<file path="config.mk">
export PLATFORM = sky130hd
export DESIGN_NAME = shift_io_responder
export DESIGN_NICKNAME = d
export VERILOG_FILES = /design/src/rtl/shift_io_pkg.sv /design/src/rtl/shift_io_sreg.sv /design/src/rtl/shift_io_responder.sv
export SDC_FILE = /design/constraint.sdc
export NUM_CORES = 1
export LEC_CHECK = 0
export BUFFER_PORTS_ARGS = -buffer_cell sky130_fd_sc_hd__clkbuf_2
export CAP_MARGIN = 20
export CORE_MARGIN = 2
export CORE_UTILIZATION = 58
export DETAILED_ROUTE_END_ITERATION = 12
export HOLD_SLACK_MARGIN = 0.15
export PLACE_DENSITY = 0.82
export SETUP_SLACK_MARGIN = 0.1
export SYNTH_ARGS = -nofsm -noshare
export SYNTH_HDL_FRONTEND = slang
export SYNTH_SLANG_ARGS = --single-unit
</file>
<file path="constraint.sdc">
create_clock -name clk -period 4.9 [get_ports clk]
set_input_delay 0.245 -clock clk [delete_from_list [all_inputs] [get_ports clk]]
set_output_delay 0.245 -clock clk [all_outputs]
set_load 0.01 [all_outputs]
</file>
<file path="src/rtl/shift_io_pkg.sv">
// shift_io_pkg
//   Shared types and helpers for the latch/serial switch+LED link.
//   Used by the device-side responder (shift_io_responder, shift_io_sreg)
//   and by the link controller, which sizes its own bit counter with cnt_w().
//   Contents:
//     SHIFT_IO_WIDTH_DEF  default frame width (switch count = LED count)
//     state_t             responder FSM states
//     cnt_w(width)        bits needed to count 0..width inclusive

package shift_io_pkg;

    localparam int SHIFT_IO_WIDTH_DEF = 16;

    typedef enum logic {
        ST_LOAD  = 1'b0,
        ST_SHIFT = 1'b1
    } state_t;

    // The counter must reach WIDTH itself (not WIDTH-1), hence width+1.
    function automatic int cnt_w(input int width);
        return $clog2(width + 1);
    endfunction

endpackage

</file>
<file path="src/rtl/shift_io_sreg.sv">
// shift_io_sreg
//   Generic WIDTH-bit shift register with parallel load, shifting towards the
//   MSB. Instantiated as the PISO (switch capture) and the SIPO (LED data
//   capture) of the responder. Load has priority over shift.
//   Ports:
//     clk    in   1      system clock, rising edge
//     rst_n  in   1      synchronous active-low reset, clears q
//     load   in   1      q <= pin
//     shift  in   1      q <= {q[WIDTH-2:0], sin}
//     pin    in   WIDTH  parallel load data
//     sin    in   1      serial input, enters at the LSB
//     q      out  WIDTH  register contents

module shift_io_sreg
    import shift_io_pkg::*;
#(
    parameter int WIDTH = SHIFT_IO_WIDTH_DEF
) (
    input  logic             clk,
    input  logic             rst_n,
    input  logic             load,
    input  logic             shift,
    input  logic [WIDTH-1:0] pin,
    input  logic             sin,
    output logic [WIDTH-1:0] q
);

    logic [WIDTH-1:0] r_q;

    always_ff @(posedge clk) begin
        if (!rst_n) begin
            r_q <= '0;
        end else if (load) begin
            r_q <= pin;
        end else if (shift) begin
            r_q <= {r_q[WIDTH-2:0], sin};
        end
    end

    assign q = r_q;

endmodule

</file>
<file path="src/rtl/shift_io_responder.sv">
// shift_io_responder
//   Device-side end of the latch/serial switch+LED link. Emulates the board's
//   PISO (switches) + SIPO (LEDs) chain: while latch is high the switches are
//   parallel-loaded; while latch is low one bit per clock leaves on dout and
//   one bit enters from din (both MSB first). A frame of exactly WIDTH bits is
//   committed to led when latch rises; any other length is reported as an
//   error and discarded.
//   Optional feature macro: SHIFT_IO_ERR_CNT_EN adds the err_count port, a
//   saturating count of bad frames. Without it the port and counter are absent
//   and everything else is unchanged.
//   Ports:
//     clk         in   1          system clock, rising edge
//     rst_n       in   1          synchronous active-low reset
//     latch       in   1          1 = load/commit, 0 = shift
//     din         in   1          serial LED data, MSB first
//     dout        out  1          serial switch data, MSB first (registered)
//     sw          in   WIDTH      parallel switch inputs
//     led         out  WIDTH      parallel LED outputs (registered)
//     frame_done  out  1          1-cycle pulse, good frame committed
//     frame_err   out  1          1-cycle pulse, frame length != WIDTH
//     err_count   out  ERR_CNT_W  saturating bad-frame count (macro only)
//
//   state    | meaning
//   ST_LOAD  | latch high: switches reloaded every clock, bit counter cleared
//   ST_SHIFT | latch low: bits moving; commit or error decided on latch rise

module shift_io_responder
    import shift_io_pkg::*;
#(
    parameter int WIDTH = SHIFT_IO_WIDTH_DEF
`ifdef SHIFT_IO_ERR_CNT_EN
   ,parameter int ERR_CNT_W = 8
`endif
) (
    input  logic                 clk,
    input  logic                 rst_n,
    input  logic                 latch,
    input  logic                 din,
    output logic                 dout,
    input  logic [WIDTH-1:0]     sw,
    output logic [WIDTH-1:0]     led,
    output logic                 frame_done,
    output logic                 frame_err
`ifdef SHIFT_IO_ERR_CNT_EN
   ,output logic [ERR_CNT_W-1:0] err_count
`endif
);

    localparam int               CNT_W    = cnt_w(WIDTH);
    localparam logic [CNT_W-1:0] CNT_FULL = CNT_W'(WIDTH);

    state_t           r_state;
    logic [CNT_W-1:0] r_bitcnt;
    logic             r_ovf;
    logic [WIDTH-1:0] r_led;
    logic             r_frame_done;
    logic             r_frame_err;

    logic             w_shift;
    logic             w_frame_ok;
    logic [WIDTH-1:0] w_out_sr;
    logic [WIDTH-1:0] w_in_sr;

    // Both shift registers follow latch directly, so the first latch-low edge
    // is already shift #1 regardless of the FSM state.
    assign w_shift = ~latch;

    shift_io_sreg #(.WIDTH(WIDTH)) u_piso (
        .clk   (clk),
        .rst_n (rst_n),
        .load  (latch),
        .shift (w_shift),
        .pin   (sw),
        .sin   (1'b0),
        .q     (w_out_sr)
    );

    // The SIPO never loads; it keeps its contents while latch is high.
    shift_io_sreg #(.WIDTH(WIDTH)) u_sipo (
        .clk   (clk),
        .rst_n (rst_n),
        .load  (1'b0),
        .shift (w_shift),
        .pin   ('0),
        .sin   (din),
        .q     (w_in_sr)
    );

    assign w_frame_ok = (r_bitcnt == CNT_FULL) && !r_ovf;

    always_ff @(posedge clk) begin
        if (!rst_n) begin
            r_state      <= ST_LOAD;
            r_bitcnt     <= '0;
            r_ovf        <= 1'b0;
            r_led        <= '0;
            r_frame_done <= 1'b0;
            r_frame_err  <= 1'b0;
        end else begin
            r_frame_done <= 1'b0;
            r_frame_err  <= 1'b0;
            case (r_state)
                ST_LOAD: begin
                    if (!latch) begin
                        // bitcnt is always 0 in LOAD, so shift #1 sets it to 1.
                        r_state  <= ST_SHIFT;
                        r_bitcnt <= CNT_W'(1);
                    end else begin
                        r_bitcnt <= '0;
                        r_ovf    <= 1'b0;
                    end
                end
                ST_SHIFT: begin
                    if (latch) begin
                        r_state  <= ST_LOAD;
                        r_bitcnt <= '0;
                        r_ovf    <= 1'b0;
                        if (w_frame_ok) begin
                            r_led        <= w_in_sr;
                            r_frame_done <= 1'b1;
                        end else begin
                            r_frame_err  <= 1'b1;
                        end
                    end else if (r_bitcnt == CNT_FULL) begin
                        // Counter parks at WIDTH; the extra bit marks the frame bad.
                        r_ovf <= 1'b1;
                    end else begin
                        r_bitcnt <= r_bitcnt + CNT_W'(1);
                    end
                end
                default: r_state <= ST_LOAD;
            endcase
        end
    end

    assign dout       = w_out_sr[WIDTH-1];
    assign led        = r_led;
    assign frame_done = r_frame_done;
    assign frame_err  = r_frame_err;

`ifdef SHIFT_IO_ERR_CNT_EN
    logic [ERR_CNT_W-1:0] r_err_count;

    always_ff @(posedge clk) begin
        if (!rst_n) begin
            r_err_count <= '0;
        end else if (r_frame_err && (r_err_count != '1)) begin
            r_err_count <= r_err_count + ERR_CNT_W'(1);
        end
    end

    assign err_count = r_err_count;
`endif

endmodule
</file>
# Yosys cells after proc, flatten, opt, wreduce, memory -nomap -nowiden
# Cells that the tools add are included.
[word_totals]
inputBits = 20
elab_cells = 33
out_inout_bits = 19
register_bits = 57
[classes]
n_bitwise = 1
add_sub_neg = 1
reduce_logical = 6
mux = 12
eq_ne = 4
[op_table]
columns = ["operator", "n"]
rows = [
  ["16-bit 2-to-1 mux", 1],
  ["5-bit 2-to-1 mux", 2],
  ["5-bit one-hot mux with 2 select lines", 1],
  ["1-bit 2-to-1 mux", 7],
  ["3-bit AND reduction", 2],
  ["5-bit by 1-bit adder with 5-bit output, second input constant", 1],
  ["5-bit == test, second input constant", 1],
  ["2-bit AND reduction", 2],
  ["3-bit by 2-bit inequality test with 1-bit output, second input constant", 1],
  ["3-bit inequality test, second input constant", 1],
  ["2-bit inequality test, second input constant", 1],
  ["1-bit one-hot mux with 2 select lines", 1],
  ["1-bit logical AND", 1],
  ["1-bit logical NOT", 1],
  ["1-bit inverter", 1],
]

# Logic depth before layout (Yosys ltp)
[logic_depth]
ltp_word = 4
depth_mapped = 8
depth_no_buf = 5

# Cells and area by module
# Synthesis repeated with hierarchy kept, for this count alone.
[unflattened]
cells_unflattened = 252
hier_area_um2 = 2733.9
[modules_own_cells]
columns = ["module", "instances", "area_each_um2", "cells_each"]
rows = [
  ["shift_io_sreg", 2, 852.1, 71],
  ["shift_io_responder", 1, 1029.7, 110],
]

# Least setup slack after synthesis
# Ideal clock, no wire load.
[synth_path]
path_type = "register -> register"
startpoint = "register r_bitcnt[0]"
endpoint = "register r_led[0] (netlist: led[0])"
arrival_time_ns = 1.574
setup_time_ns = 0.072
stages_incl_launch_ff = 9
required_ns = 4.828
slack_ns = 3.254
n_path_buf = 3
path_cell_list = "dfxtp_1 inv_1 ha_1 nor4bb_1 buf_4 and4_4 buf_12 buf_12 mux2i_1"
[synth_via]
elab_chain_len = 3
[synth_rtl]
columns = ["item", "line", "source"]
rows = [
  ["from (decl)", "shift_io_responder.sv:53", "logic [CNT_W-1:0] r_bitcnt;"],
  ["from (signal assigned)", "shift_io_responder.sv:128", "r_bitcnt <= r_bitcnt + CNT_W'(1);"],
  ["5-bit == test", "shift_io_responder.sv:89", "assign w_frame_ok = (r_bitcnt == CNT_FULL) && !r_ovf;"],
  ["1-bit logical AND", "shift_io_responder.sv:89", ""],
  ["3-bit AND reduction (no line)", "n/a", ""],
  ["to (signal assigned)", "shift_io_responder.sv:119", "r_led <= w_in_sr;"],
  ["to (decl)", "shift_io_responder.sv:55", "logic [WIDTH-1:0] r_led;"],
]
# Every way passes these cells.
# A chain may end at the register's enable or synchronous reset.

# Worst setup path after layout
[layout_path]
startpoint = "register r_bitcnt[0]"
endpoint = "register r_led[1] (netlist: led[1])"
# Same word-level chain as after synthesis.

==> results.sh <==
export IMPL_finalSetupTns_ns=0
export IMPL_drc_errors=0
export IMPL_clock_latency_ns=0.33
export IMPL_sequentialPowerShare=0.512
export IMPL_antenna_found_initial=0
export IMPL_start_util=0.602
export IMPL_cp_start_kind="flop"
export IMPL_track_usage=0.178
export IMPL_ant_nets=0
export IMPL_cts_root_buf="clkbuf_8"
export IMPL_cts_hold_buffers=1
export IMPL_synth_edf_count=0
export IMPL_grt_pass1_wl_um=5730
export IMPL_clock_sinks=57
export IMPL_yosysWarnings=0
export IMPL_syn_nets=233
export IMPL_combPwrFrac=0.053
export IMPL_setup_violations_final=0
export IMPL_fin_crit_ns=1.94
export IMPL_tightest_slew_ns=0.616
export IMPL_final_cells=303
export IMPL_p_sw_mw=0.196
export IMPL_num_antenna_cells=0
export IMPL_die_x_um=65.7
export IMPL_grt_max_degree=68
export IMPL_crit_chain="inv_1 > ha_1 > nor4bb_1 > and4_4 > mux2i_1"
export IMPL_ir_drop_uv=192
export IMPL_hold_start="din"
export IMPL_nets=272
export IMPL_num_vias=1474
export IMPL_path_class="flop to flop"
export IMPL_fp_row_count=22
export IMPL_syn_inst=211
export IMPL_power_per_cell_area_mw_per_mm2=356
export IMPL_crit_required_ns=5.15
export IMPL_gr_total_overflow=0
export IMPL_htreeDepth=3
export IMPL_routed_wl_um=3460
export IMPL_tritoncts="built"
export IMPL_rr_endpoint="led[1]$_SDFFE_PN0P_"
export IMPL_drt_iter0_markers=47
export IMPL_max_stage_delay_ns=0.56
export IMPL_cp_end_kind="flop"
export IMPL_hold_depth=3
export IMPL_synth_flop_cell="dfxtp_1"
export IMPL_finalCritPeriodShare=0.396
export IMPL_synth_seq_cells=57
export IMPL_ys_async_sr_fraction=0
export IMPL_whs_endpoint="u_sipo.q[0]$_SDFFE_PN0N_"
export IMPL_p_sw_frac=0.210
export IMPL_die_y_um=65.7
export IMPL_dieArea_mm2=0.00431
export IMPL_intPower_mw=0.736
export IMPL_routabilityCongestion=0.797
export IMPL_hold_class="input pin to flop"
export IMPL_critPathSlowestCell="nor4bb_1"
export IMPL_worst_ep_arrival_time_ns=2.20
export IMPL_whs_ns=0.171
export IMPL_rsz0062_at_grt="false"
export IMPL_p_total_mw=0.932
export IMPL_via_per_inst=4.86
export IMPL_ys_types=20
export IMPL_path_clk_slew_ns=0.06
export IMPL_post_cts_setup_buffers=0
export IMPL_core_area_mm2=0.00366
export IMPL_synth_top_area_share=0.518
export IMPL_synthesis_area_mm2=0.00220
export IMPL_numCtsBuffers=9
export IMPL_worst_path_max_fanout=16
export IMPL_synth_commonest_cells="dfxtp_1, mux2i_1, nand2_1"
export IMPL_wl_per_cell_um=11.4
export IMPL_slew_headroom=0.584
export IMPL_finalMaxSlewViolations=0
export IMPL_clockPowerShare=0.435
export IMPL_max_cap_violations=0
export IMPL_skew_ns=0.00509
export IMPL_r2r_setup_slack_ns=2.96
export IMPL_hpwl_um=2100
export IMPL_drive_gt1_frac=0.224
export IMPL_avgSynthCellArea_um2=10.4
export IMPL_numPortBuffers=38
export IMPL_reg2reg_from="r_bitcnt[0]$_SDFFE_PN0P_"
export IMPL_cts_resized=0
export IMPL_dp_cells=283
export IMPL_synth_area_top_cells="dfxtp_1, mux2i_1, nor2b_1"
export IMPL_grt_pass1_vias=1335
export IMPL_cts_buffer_depth=2
export IMPL_firstDrtPassIters=4
export IMPL_syn_to_final_growth_pct=18.7
export IMPL_hold_viol=0
export IMPL_synth_yosys_seq_area_share=0.518
export IMPL_yosysTopAreaCell="dfxtp_1"
export IMPL_p_leak_nw=1.10
export IMPL_fillers=293
export IMPL_clock_fmax_ghz=0.515
export IMPL_r2r_worst_path_cells=5
export IMPL_io_pins=39
export IMPL_outcome="finished clean"
export IMPL_yosysMostFrequentCell="dfxtp_1"
export IMPL_final_core_util=0.715
layer usage:
layer,vias to the layer above,part of all wire,track usage
met4,0,0.015,0.0703
met2,37,0.43,0.255
met5,-,0,0
met1,666,0.49,0.222
li1,764,-,-
met3,7,0.070,0.0993
layout make-up:
class / instances / area [um2] / share of cell area
clock inverters: 2 / 10.0 / 0.00383
clock buffers: 14 / 183 / 0.0698
inverters: 4 / 15.0 / 0.00574
multi-input cells: 136 / 955 / 0.365
repair buffers: 42 / 253 / 0.0966
flip-flops and latches: 57 / 1140 / 0.436
well taps: 48 / 60.1 / 0.0230
worst max-delay path, delay by kind of cell, from the launching register on:
kind                     cells  cell delay [ns]
AND/OR/NAND/NOR              2             1.09
flip-flops                   1             0.32
multiplexers                 1             0.23
adder cells (fa/ha/maj)      1             0.14
buffers and inverters        1             0.09
state kept, by name, summed over array words and instances (netlist names):
register / flops
frame_err: 1
u_piso.q: 16
r_bitcnt: 5
r_ovf: 1
u_sipo.q: 16
frame_done: 1
r_state: 1
led: 16
placed cells by master (no fill, tap or decap), drive strengths merged, types with 2 or more instances in the layout:
cell type  synthesis  final
nand3              4      4
mux2i             48     48
a21oi              3      3
xnor2              2      2
nor2b             31     31
nor2               5      5
inv                4      4
clkinv             0      2
xor2               2      2
dfxtp             57     57
nand2             34     34
ha                 2      2
clkbuf             7     53
buf                7      2
per-stage QoR:
stage / area (um2) / worst slack (ns)
after detailed placement: 2360 / 2.55
after global routing: 2620 / 2.84
final: 2620 / 2.96
after floorplan: 2200 / 3.25
after global placement: 2360 / 2.66
after CTS: 2560 / 2.55
kinds of logic (layout without fill, tap and decap cells):
logic type / count (synthesis) / after routing / share of synthesized area
simple gates: 79 / 79 / 0.181
flops: 57 / 57 / 0.518
mux: 48 / 48 / 0.218
buf+inv: 18 / 62 / 0.0494
xor+xnor: 4 / 4 / 0.0159
compound gates: 3 / 3 / 0.00681
fa+ha+maj: 2 / 2 / 0.0113
power groups by stage:
stage               Sequential (mW)  Combinational (mW)  Clock (mW)
floorplan                     0.487              0.0329           0
global placement              0.487              0.0446           0
detailed placement            0.487              0.0450           0
CTS                           0.477              0.0460       0.417
global route                  0.478              0.0540       0.439
finish                        0.477              0.0491       0.406
worst max-delay path by stage:
stage                                        start              endpoint  cells after the start
after floorplan           r_bitcnt[0]$_SDFFE_PN0P_   led[0]$_SDFFE_PN0P_                      8
after global placement    r_bitcnt[0]$_SDFFE_PN0P_   led[6]$_SDFFE_PN0P_                      5
after detailed placement  r_bitcnt[0]$_SDFFE_PN0P_   led[1]$_SDFFE_PN0P_                      5
after CTS                 r_bitcnt[0]$_SDFFE_PN0P_  led[10]$_SDFFE_PN0P_                      5
after global routing      r_bitcnt[0]$_SDFFE_PN0P_   led[1]$_SDFFE_PN0P_                      5
final                     r_bitcnt[0]$_SDFFE_PN0P_   led[1]$_SDFFE_PN0P_                      5
Power figures use the tool's default switching activity.
